`src/rtl/approx_err_pkg.sv`:
```
// Shared types and constants for the 4x4 approximate-multiplier error sweep.
// The DIV state exists only when APPROX_REL_ERR_EN is defined.
package approx_err_pkg;

    localparam int N_PAIRS    = 256;
    localparam int DIV_CYCLES = 15;
    localparam int DIVIDEND_W = 15;
    localparam int SUM_REL_W  = 24;
    localparam int SUM_ABS_W  = 16;

    typedef enum logic [2:0] {
        ST_IDLE   = 3'd0,
        ST_DRIVE  = 3'd1,
        ST_SAMPLE = 3'd2,
`ifdef APPROX_REL_ERR_EN
        ST_DIV    = 3'd3,
`endif
        ST_ACC    = 3'd4,
        ST_DONE   = 3'd5
    } state_e;

endpackage

```
`src/rtl/approx_error_sweep_div.sv`:
```
// Restoring divider, one quotient bit per cycle; valid pulses the cycle after
// the final step. Only instantiated when APPROX_REL_ERR_EN is defined.
module seq_divider
    import approx_err_pkg::*;
(
    input  logic                  clk,
    input  logic                  rst_n,
    input  logic                  start,
    input  logic [DIVIDEND_W-1:0] dividend,
    input  logic [7:0]            divisor,
    output logic [DIVIDEND_W-1:0] quotient,
    output logic                  valid
);

    logic [7:0]            rem_q;
    logic [DIVIDEND_W-1:0] quo_q;
    logic [3:0]            cnt_q;
    logic                  valid_q;
    logic [8:0]            shifted;
    logic [7:0]            trial;

    // Remainder stays below the divisor, so 8 bits plus the shifted-in bit suffice.
    always_comb begin
        shifted = {rem_q, quo_q[DIVIDEND_W-1]};
        trial   = shifted[7:0] - divisor;
    end

    always_ff @(posedge clk or negedge rst_n) begin
        if (!rst_n) begin
            rem_q   <= '0;
            quo_q   <= '0;
            cnt_q   <= '0;
            valid_q <= 1'b0;
        end else if (start) begin
            rem_q   <= '0;
            quo_q   <= dividend;
            cnt_q   <= 4'(DIV_CYCLES);
            valid_q <= 1'b0;
        end else if (cnt_q != '0) begin
            if (shifted >= {1'b0, divisor}) begin
                rem_q <= trial;
                quo_q <= {quo_q[DIVIDEND_W-2:0], 1'b1};
            end else begin
                rem_q <= shifted[7:0];
                quo_q <= {quo_q[DIVIDEND_W-2:0], 1'b0};
            end
            cnt_q   <= cnt_q - 4'd1;
            valid_q <= (cnt_q == 4'd1);
        end else begin
            valid_q <= 1'b0;
        end
    end

    assign quotient = quo_q;
    assign valid    = valid_q;

endmodule

```
`src/rtl/approx_error_sweep.sv`:
```
// Sweeps all 256 operand pairs through the 4x4 multiplier and accumulates error
// statistics. Relative error (divider + DIV state) only with APPROX_REL_ERR_EN.
module approx_error_sweep
    import approx_err_pkg::*;
(
    input  logic                 clk,
    input  logic                 rst_n,
    input  logic                 start,
    output logic [3:0]           op_a,
    output logic [3:0]           op_b,
    input  logic [7:0]           approx_p,
    output logic                 busy,
    output logic                 done,
    output logic [SUM_ABS_W-1:0] sum_abs_err,
    output logic [7:0]           max_abs_err,
    output logic [8:0]           err_count,
    output logic [SUM_REL_W-1:0] rel_err_sum
);

    state_e               state_q, state_d;
    logic [7:0]           idx_q;
    logic [7:0]           op_q;
    logic [7:0]           d_q;
    logic                 busy_q;
    logic                 done_q;
    logic [SUM_ABS_W-1:0] sum_q;
    logic [7:0]           max_q;
    logic [8:0]           cnt_q;
    logic [7:0]           exact_w;
    logic [7:0]           diff_w;

    always_comb begin
        exact_w = {4'd0, op_q[7:4]} * {4'd0, op_q[3:0]};
        diff_w  = (approx_p >= exact_w) ? (approx_p - exact_w) : (exact_w - approx_p);
    end

`ifdef APPROX_REL_ERR_EN
    logic [SUM_REL_W-1:0]  rel_q;
    logic [3:0]            div_cnt_q;
    logic                  div_start;
    logic                  div_valid;
    logic [DIVIDEND_W-1:0] div_quo;
    logic [DIVIDEND_W-1:0] dividend_w;

    assign dividend_w = {7'd0, diff_w} * 15'd100;
    assign div_start  = (state_q == ST_SAMPLE) && (state_d == ST_DIV);

    seq_divider u_div (
        .clk      (clk),
        .rst_n    (rst_n),
        .start    (div_start),
        .dividend (dividend_w),
        .divisor  (exact_w),
        .quotient (div_quo),
        .valid    (div_valid)
    );
`endif

    always_ff @(posedge clk or negedge rst_n) begin
        if (!rst_n) state_q <= ST_IDLE;
        else        state_q <= state_d;
    end

    always_comb begin
        state_d = state_q;
        case (state_q)
            ST_IDLE:   if (start) state_d = ST_DRIVE;
            ST_DRIVE:  state_d = ST_SAMPLE;
`ifdef APPROX_REL_ERR_EN
            ST_SAMPLE: state_d = (exact_w != '0 && diff_w != '0) ? ST_DIV : ST_ACC;
            ST_DIV:    if (div_cnt_q == 4'(DIV_CYCLES - 1)) state_d = ST_ACC;
`else
            ST_SAMPLE: state_d = ST_ACC;
`endif
            ST_ACC:    state_d = (idx_q == 8'(N_PAIRS - 1)) ? ST_DONE : ST_DRIVE;
            ST_DONE:   state_d = ST_IDLE;
            default:   state_d = ST_IDLE;
        endcase
    end

    always_ff @(posedge clk or negedge rst_n) begin
        if (!rst_n) begin
            idx_q  <= '0;
            op_q   <= '0;
            d_q    <= '0;
            busy_q <= 1'b0;
            done_q <= 1'b0;
            sum_q  <= '0;
            max_q  <= '0;
            cnt_q  <= '0;
`ifdef APPROX_REL_ERR_EN
            rel_q     <= '0;
            div_cnt_q <= '0;
`endif
        end else begin
            done_q <= (state_q == ST_DONE);
            case (state_q)
                ST_IDLE: if (start) begin
                    idx_q  <= '0;
                    busy_q <= 1'b1;
                    sum_q  <= '0;
                    max_q  <= '0;
                    cnt_q  <= '0;
`ifdef APPROX_REL_ERR_EN
                    rel_q  <= '0;
`endif
                end
                ST_DRIVE: op_q <= idx_q;
                ST_SAMPLE: begin
                    d_q <= diff_w;
`ifdef APPROX_REL_ERR_EN
                    div_cnt_q <= '0;
`endif
                end
`ifdef APPROX_REL_ERR_EN
                ST_DIV: div_cnt_q <= div_cnt_q + 4'd1;
`endif
                ST_ACC: begin
                    sum_q <= sum_q + {8'd0, d_q};
                    if (d_q > max_q) max_q <= d_q;
                    cnt_q <= cnt_q + {8'd0, (d_q != '0)};
`ifdef APPROX_REL_ERR_EN
                    // The divider's valid pulse lands exactly on the ACC cycle of a divided pair.
                    if (div_valid) rel_q <= rel_q + {9'd0, div_quo};
`endif
                    idx_q <= idx_q + 8'd1;
                end
                ST_DONE: busy_q <= 1'b0;
                default: ;
            endcase
        end
    end

    assign op_a        = op_q[7:4];
    assign op_b        = op_q[3:0];
    assign busy        = busy_q;
    assign done        = done_q;
    assign sum_abs_err = sum_q;
    assign max_abs_err = max_q;
    assign err_count   = cnt_q;
`ifdef APPROX_REL_ERR_EN
    assign rel_err_sum = rel_q;
`else
    assign rel_err_sum = '0;
`endif

endmodule

```
`config.mk`:
```
export PLATFORM = sky130hd
export DESIGN_NAME = approx_error_sweep
export DESIGN_NICKNAME = d
export VERILOG_FILES = /design/src/rtl/approx_err_pkg.sv /design/src/rtl/approx_error_sweep_div.sv /design/src/rtl/approx_error_sweep.sv
export SDC_FILE = /design/constraint.sdc
export NUM_CORES = 1
export LEC_CHECK = 0
export CORE_UTILIZATION = 48
export DETAILED_ROUTE_END_ITERATION = 8
export PLACE_DENSITY = 0.86
export SLEW_MARGIN = 20
export SYNTH_ARGS = -nofsm -noshare
export SYNTH_HDL_FRONTEND = slang
export SYNTH_SLANG_ARGS = --single-unit
```
`constraint.sdc`:
```
create_clock -name clk -period 4.44 [get_ports clk]
set_input_delay 0.888 -clock clk [delete_from_list [all_inputs] [get_ports clk]]
set_output_delay 0.888 -clock clk [all_outputs]
set_load 0.03 [all_outputs]
```
* Yosys cells after proc, flatten, opt, wreduce, memory -nomap -nowiden
Cells that the tools add are included.
** Cells by class
- Shift operators :: 0
- Multipliers :: 1
- Bitwise gates (word level) :: 0
- Reductions and logical operators :: 7
- Order comparisons :: 2
- Eq/ne operators :: 7
- Mux-type cells :: 14
- $add $sub $neg :: 5
- Divide/modulo/power cells :: 0
** Operator list (count)
- $pmux 16 s2 :: 1
- $pmux 8 s2 :: 2
- $mux 8 :: 3
- $pmux 9 s2 :: 1
- $add 16x8->16 :: 1
- $mux 16 :: 1
- $sub 8x8->8 :: 2
- $pmux 3 s4 :: 1
- $add 9x1->9 :: 1
- $mux 9 :: 1
- $add 8x1->8 const B :: 1
- $eq 8x8->1 const B :: 1
- $ge 8x8->1 :: 1
- $gt 8x8->1 :: 1
- $mul 4x4->8 :: 1
- $reduce_bool 8->1 :: 1
- $eq 3x3->1 const B :: 2
- $mux 3 :: 2
- $ne 2x2->1 const B :: 2
- $reduce_and 2->1 :: 2
- $reduce_bool 2->1 :: 2
- $eq 3x1->1 const B :: 1
- $eq 3x2->1 const B :: 1
- $logic_not 3->1 :: 1
- other kinds (3) :: 3
** Storage, ports and cells
- Logic and storage cells :: 45
- Register bits :: 62
- Bits of input ports :: 11
- Memory bits (read-only) :: 0
- Memories kept :: 0
- Output and inout port bits :: 67
- Bits in latches :: 0
- Memory bits (writable) :: 0

* Longest topological paths before layout
Gate-level depths: netlist of run 1.
- Depth after elaboration :: 3
- Depth in mapped cells :: 17
- Depth with buffers taken out :: 17

* Least setup slack after synthesis of run 1
Ideal clock, no wire load.
- Path type :: register to register
- Start :: reg op_q[4]
- End :: reg d_q[2]
- Setup time :: 125 ps
- Period minus slack after synthesis :: 4389 ps
- Stages on the path, launching flop included :: 18
- Required time :: 4315 ps
- Arrival :: 4265 ps
- Path slack :: 51 ps
- Buffers on the path :: 0
- Cells stage by stage :: dfrtp_1 > nand2_1 > fa_1 > inv_1 > fa_1 > inv_1 > fa_1 > inv_1 > a21oi_1 > o21bai_1 > xor2_1 > ha_1 > inv_1 > o21bai_1 > a211oi_4 > mux2i_1 > xnor2_1 > mux2_2
** On the way
- Cells in the longest elaborated chain, start to end :: 3
- Elaborated cells on any way between the ends :: 5
- Classes of those cells :: 2 x add/sub; 1 x mul; 1 x order compare; 1 x mux
** RTL lines
- start: declaration :: line approx_error_sweep.sv:22 : logic [7:0] op_q;
- start signal: assignment :: line approx_error_sweep.sv:108 : ST_DRIVE: op_q <= idx_q;
- $mul 4x4->8 (*) :: line approx_error_sweep.sv:33 : exact_w = {4'd0, op_q[7:4]} * {4'd0, op_q[3:0]};
- $sub 8x8->8 or $ge 8x8->1 (tied branches) :: line approx_error_sweep.sv:34 : diff_w = (approx_p >= exact_w) ? (approx_p - exact_w) : (exact_w - approx_p);
- $mux 8 (*) :: line approx_error_sweep.sv:34
- end signal: assignment :: line approx_error_sweep.sv:110 : d_q <= diff_w;
- end: declaration :: line approx_error_sweep.sv:23 : logic [7:0] d_q;
Every way passes the cells marked *; elsewhere a longest branch is shown, timed or not.
A chain may end at the register's enable or synchronous reset.

* Final worst setup path of run 1
- Start :: reg op_q[3]
- End :: reg d_q[4]
The elaborated chain is that of the path after synthesis.

==> flow_summary.ini, run 1 <==
[routing]
vias_per_cell = 5.48
routedWlPerCell_um = 15.1
drt_iter0_markers = 177
vias = 3431
firstDrtPassIters = 4
antenna_left = 0
post-route-drc-count = 0
finalWirelength_mm = 9.45

[synth]
synth_edf_count = 0
yosysSeqAreaShare = 0.357
synth.distinct_cells = 48
syn-cell-area_um2 = 4350
syn_area_per_cell_um2 = 9.66
ys_warn_count = 0
ys.flop_type = dfrtp_1
yosys_register_bits = 62
syn_inst = 450
synthArstFlopShare = 1.00

[job]
cap_viol_max_count = 0

[grt]
grt_pass1_vias = 3349
groute.usage.overall = 0.204
grt_max_degree = 36
overflow = 0
antenna_found_initial = 0
grt_pass1_wl_mm = 15.6

[layout]
drive_above_1_share = 0.0965
diodes = 0
final_common_cell = dfrtp_1
final_util = 0.588
ff_latch_area_um2 = 1550
nNetsFinal = 577
multi_input_area_um2 = 2510
layout_common_cells = dfrtp_1, nand2_1, clkdlybuf4s50_1
fin_area_um2 = 5150
syn2layout_area_growth_pct = 18.4
fillers = 728

[worst_hold_path]
hold_class = flop to flop

[timing]
setup_viol = 0
max_freq_mhz = 236
period_share = 0.954
hold_viol_final = 0
worst_pin_slew_ns = 0.907
relSlewSlack = 0.393
maxSlewViolCount = 0
setup_ws_ns = 0.202
min_period_ns = 4.24
fin_worst_skew_ns = 0.0102
setup_tns_ns = 0

[critical_path]
worstPathArrival_ns = 4.46
slowest_stage = fa_1
crit_path_start_kind = flop
crit_chain = nand2_1 -> fa_1 -> inv_1 -> fa_1 -> inv_1 -> fa_1 -> inv_1 -> a21oi_1 -> o21bai_1 -> xor2_1 -> ha_1 -> inv_2 -> o21bai_1 -> a211oi_4 -> buf_6 -> mux2i_1 -> xnor2_1 -> a21oi_1
path_max_fanout = 4
crit_path_max_incr_delay_ns = 0.57
critical_path_required_ns = 4.66
path_class = flop to flop
end_kind = flop
cp_top_family = adder cells
critPathBufInv = 5

[floorplanning]
initial_utilization = 0.496
die-area_um2 = 9450
die_height_um = 97.2
placementRows = 34
core_um2 = 8760
dieWidth_um = 97.2
io_pins = 78

[clock_network]
root_buffer = clkbuf_8
path_clk_slew_ns = 0.07
cts_tree = yes
clk_path_buf_depth = 2
numClockSinks = 62
clk_latency_ns = 0.34
cts_max_level = 3
cts_made_buffers = 9

[power]
vdd_ir_drop_max_uv = 249
power.density_nw_per_um2 = 485
p_leak_nw = 2.43

[placed_design]
io_buffers = 53
place_area_um2 = 4910
place_congestion = 0.934
dpl_worst_slack_ns = 0.0130
dp_hpwl_mm = 7.05

[run_status]
status = complete, no violations
cells by family (layout without fill, tap and decap cells):
| kind of cell | count (synthesis) | count (layout) | share of synthesized area |
|---|---|---|---|
| other | 1 | 24 | 0.000862 |
| xor gates and xnor gates | 17 | 17 | 0.0342 |
| and+or+nand+nor | 117 | 117 | 0.138 |
| adders and majority gates | 53 | 53 | 0.165 |
| DFF | 62 | 62 | 0.357 |
| AOI/OAI and AO/OA | 96 | 96 | 0.144 |
| muxes | 31 | 31 | 0.0739 |
| buffers and inverters | 73 | 118 | 0.0877 |
sequential cells by signal (all words and copies together) (netlist names):
register	count
sum_abs_err	16
idx_q	8
max_abs_err	8
op_q	8
done	1
d_q	8
err_count	9
state_q	3
busy	1
power by group:
group	switching, mW	internal, mW
Clock	0.221	0.276
Sequential	0.176	0.684
Combinational	0.668	0.474
area by class of cell:
type	count	area share
timing repair buffer	66	0.122
tap	108	0.0262
clock inverter	3	0.00850
inverter	36	0.0262
clock buffer	13	0.0289
sequential	62	0.302
multi-input combinational	338	0.487
repair_timing:
item                                    CTS  global route
resized for setup                         0             5
setup buffers                             0             5
hold buffers                              0             0
endpoints found under the setup margin    0             6
routing by layer:
| layer | GRT usage | share of wire | vias to the layer above |
|---|---|---|---|
| li1 | - | - | 1644 |
| met1 | 0.255 | 0.43 | 1648 |
| met2 | 0.336 | 0.49 | 107 |
| met3 | 0.0496 | 0.046 | 32 |
| met4 | 0.0884 | 0.031 | 0 |
| met5 | 0 | 0 | - |
Yosys cell counts (9+ instances only):
master / n / share of area
mux2i_1: 22 / 0.051
inv_1: 36 / 0.031
buf_4: 24 / 0.041
nand2_1: 52 / 0.045
nand3_1: 9 / 0.010
mux2_2: 9 / 0.023
a21oi_1: 24 / 0.028
xnor2_1: 10 / 0.020
o21ai_0: 23 / 0.026
clkbuf_1: 9 / 0.0078
and2_1: 13 / 0.019
a21o_1: 10 / 0.017
ha_1: 46 / 0.13
nor2_1: 11 / 0.0095
dfrtp_1: 62 / 0.36
metrics by stage:
stage	instances	power, mW	hold WS, ns
2_1_floorplan	473	1.63	0.474
3_3_place_gp	605	1.91	0.470
3_5_place_dp	605	1.99	0.489
4_1_cts	621	2.49	0.498
5_1_grt	626	2.66	0.531
6_report	626	2.50	0.494
final timing paths:
| path | from | to | slack, ns | depth (start not counted) |
|---|---|---|---|---|
| setup reg to reg | op_q[3]$_DFFE_PN0N_ | d_q[4]$_DFFE_PN0N_ | 0.20 | 18 |
| hold / removal | err_count[8]$_DFFE_PN0P_ | err_count[8]$_DFFE_PN0P_ | 0.49 | 1 |
| max in group asynchronous | rst_n | op_q[6]$_DFFE_PN0N_ | 2.96 | 2 |
| hold reg to reg | err_count[8]$_DFFE_PN0P_ | err_count[8]$_DFFE_PN0P_ | 0.49 | 1 |
| setup / recovery | op_q[3]$_DFFE_PN0N_ | d_q[4]$_DFFE_PN0N_ | 0.20 | 18 |
| min in group asynchronous | rst_n | sum_abs_err[7]$_DFFE_PN0P_ | 0.55 | 1 |
Note: power is estimated with default switching activity, not from simulation.
==> inputs of run 2 (changes only) <==
Settings changed: CORE_UTILIZATION 48 to 54, PLACE_DENSITY 0.86 to not set, PLACE_DENSITY_LB_ADDON set to 0.12, RECOVER_POWER set to 25.
Clock period 4.44 ns to 4.09 ns, I/O delays scaled along.
==> flow_summary.ini, run 2 (synthesis gave the netlist of run 1 again) <==
[run_status]
status = finished with violations
violations = max-capacitance violations, max-slew violations

[power]
swShare = 0.428
pwr-share-comb = 0.458
power_switching_mw = 1.15
clock_power_share = 0.194
intPower_mw = 1.53
vdd_ir_drop_max_uv = 301
power.density_nw_per_um2 = 512
seqPwrFrac = 0.347
p_leak_nw = 2.44

[placed_design]
dp_hpwl_mm = 6.75
dpl_worst_slack_ns = -0.0267
io_buffers = 53
place_congestion = 0.901
placedCellCount = 600

[floorplanning]
die-area_um2 = 8420
placementRows = 32
initial_utilization = 0.560
die_height_um = 91.7
io_pins = 78
core_um2 = 7770
dieWidth_um = 91.7

[critical_path]
worstReg2RegStart = op_q[6]$_DFFE_PN0N_
critical_path_required_ns = 4.31
reg2reg_slack_ns = 0.04
path_max_fanout = 6
r2r-end = d_q[4]$_DFFE_PN0N_
reg2reg_depth = 18
path_class = flop to flop
crit_path_start_kind = flop
end_kind = flop
worstPathArrival_ns = 4.27

[worst_hold_path]
whs_path_depth = 1
hold_path_end = err_count[8]$_DFFE_PN0P_
hold_class = flop to flop
hold_start = err_count[8]$_DFFE_PN0P_

[routing]
antenna_left = 0
firstDrtPassIters = 4
drt_iter0_markers = 149
post-route-drc-count = 0
finalWirelength_mm = 9.18
routedWlPerCell_um = 14.7
vias_per_cell = 5.46
vias = 3402

[layout]
nNetsFinal = 580
final_common_cell = dfrtp_1
layout.cells.non_filler = 623
multi_input_area_um2 = 2550
drive_above_1_share = 0.127
layout_common_cells = dfrtp_1, clkdlybuf4s50_1, nand2_1
fillers = 636
syn2layout_area_growth_pct = 20.3
largest_reg_flops = 16
ff_latch_area_um2 = 1560
diodes = 0

[timing]
setup_tns_ns = 0
maxSlewViolCount = 39
period_share = 0.991
min_period_ns = 4.05
fin_worst_skew_ns = 0.0120
setup_ws_ns = 0.0370
max_freq_mhz = 247
worst_pin_slew_ns = 2.03
setup_viol = 0
rsz0062_at_grt = yes
hold_viol_final = 0
relSlewSlack = -0.350

[clock_network]
cts_hold_buffers = 0
cts_max_level = 3
cts_made_buffers = 9
path_clk_slew_ns = 0.08
cts_tree = yes
clk_path_buf_depth = 2
numClockSinks = 62
root_buffer = clkbuf_8
clk_latency_ns = 0.34

[grt]
antenna_found_initial = 0
groute.usage.overall = 0.230
grt_max_degree = 39
grt_pass1_vias = 3336
grt_pass1_wl_mm = 15.4
overflow = 0

[job]
cap_viol_max_count = 1
-- run 2: changes by cell type in the layout (fill, tap and decap cells not counted), sizes merged --
cell,delta
buf,+1
bufinv,-1
clkbuf,+1
clkinv,-1
clkinvlp,+2
inv,+1
-- run 2: repair_timing --
| item | CTS | global route |
|---|---|---|
| pin swaps | 1 | 14 |
| buffers inserted | 2 | 5 |
| setup endpoints to repair | 1 | 6 |
| resized for setup | 1 | 8 |
-- run 2: layout make-up --
| type | count | area share |
|---|---|---|
| multi-input cells | 338 | 0.488 |
| flip-flops and latches | 62 | 0.298 |
| repair buffers | 69 | 0.126 |
| clock buffers | 12 | 0.0316 |
| inverters | 36 | 0.0258 |
| well taps | 102 | 0.0244 |
| clock inverters | 4 | 0.00550 |
-- run 2: how the worst max path moves through the flow --
stage	startpoint	to	slack [ns]	depth (start not counted)
after floorplan	op_q[3]$_DFFE_PN0N_	d_q[2]$_DFFE_PN0N_	-0.01	17
after global placement	op_q[4]$_DFFE_PN0N_	d_q[2]$_DFFE_PN0N_	0.11	18
after detailed placement	op_q[4]$_DFFE_PN0N_	d_q[2]$_DFFE_PN0N_	-0.03	18
after CTS	op_q[5]$_DFFE_PN0N_	d_q[2]$_DFFE_PN0N_	0.01	18
after global routing	op_q[6]$_DFFE_PN0N_	d_q[2]$_DFFE_PN0N_	-0.21	18
final	op_q[6]$_DFFE_PN0N_	d_q[4]$_DFFE_PN0N_	0.04	18
-- run 2: layer usage --
| metal | global-route usage | routed length [um] | vias to the layer above |
|---|---|---|---|
| met3 | 0.0406 | 357 | 17 |
| met4 | 0.0755 | 149 | 0 |
| met2 | 0.380 | 4490 | 91 |
| met1 | 0.308 | 4190 | 1641 |
| met5 | 0 | 0 | - |
| li1 | - | - | 1653 |
-- run 2: power groups by stage --
stage / registers, mW / clock network [mW] / logic [mW]
6_report: 0.929 / 0.520 / 1.23
3_3_place_gp: 0.931 / 0 / 1.17
4_1_cts: 0.927 / 0.535 / 1.22
5_1_grt: 0.951 / 0.567 / 1.36
2_1_floorplan: 1.01 / 0 / 0.759
3_5_place_dp: 0.937 / 0 / 1.21
-- run 2: critical path, cell delays in order (launching register included) --
cell      delay [ns]
dfrtp_2         0.41
nand2_2         0.07
fa_1            0.50
inv_1           0.05
fa_1            0.47
ha_1            0.30
a21o_1          0.16
a21oi_2         0.15
buf_4           0.12
xnor2_1         0.15
ha_1            0.34
a21oi_4         0.19
o21bai_4        0.08
a211oi_4        0.21
buf_6           0.17
buf_12          0.11
mux2i_1         0.22
xnor2_1         0.15
a21oi_1         0.08
-- run 2: metrics by stage --
step / hold WS (ns) / util / cell area, um2 / power [mW]
floorplan: 0.474 / - / 4460 / 1.77
global placement: 0.469 / 0.636 / 4940 / 2.10
detailed placement: 0.485 / 0.636 / 4940 / 2.15
CTS: 0.502 / 0.665 / 5160 / 2.68
global route: 0.513 / 0.673 / 5230 / 2.88
finish: 0.497 / 0.673 / 5230 / 2.68
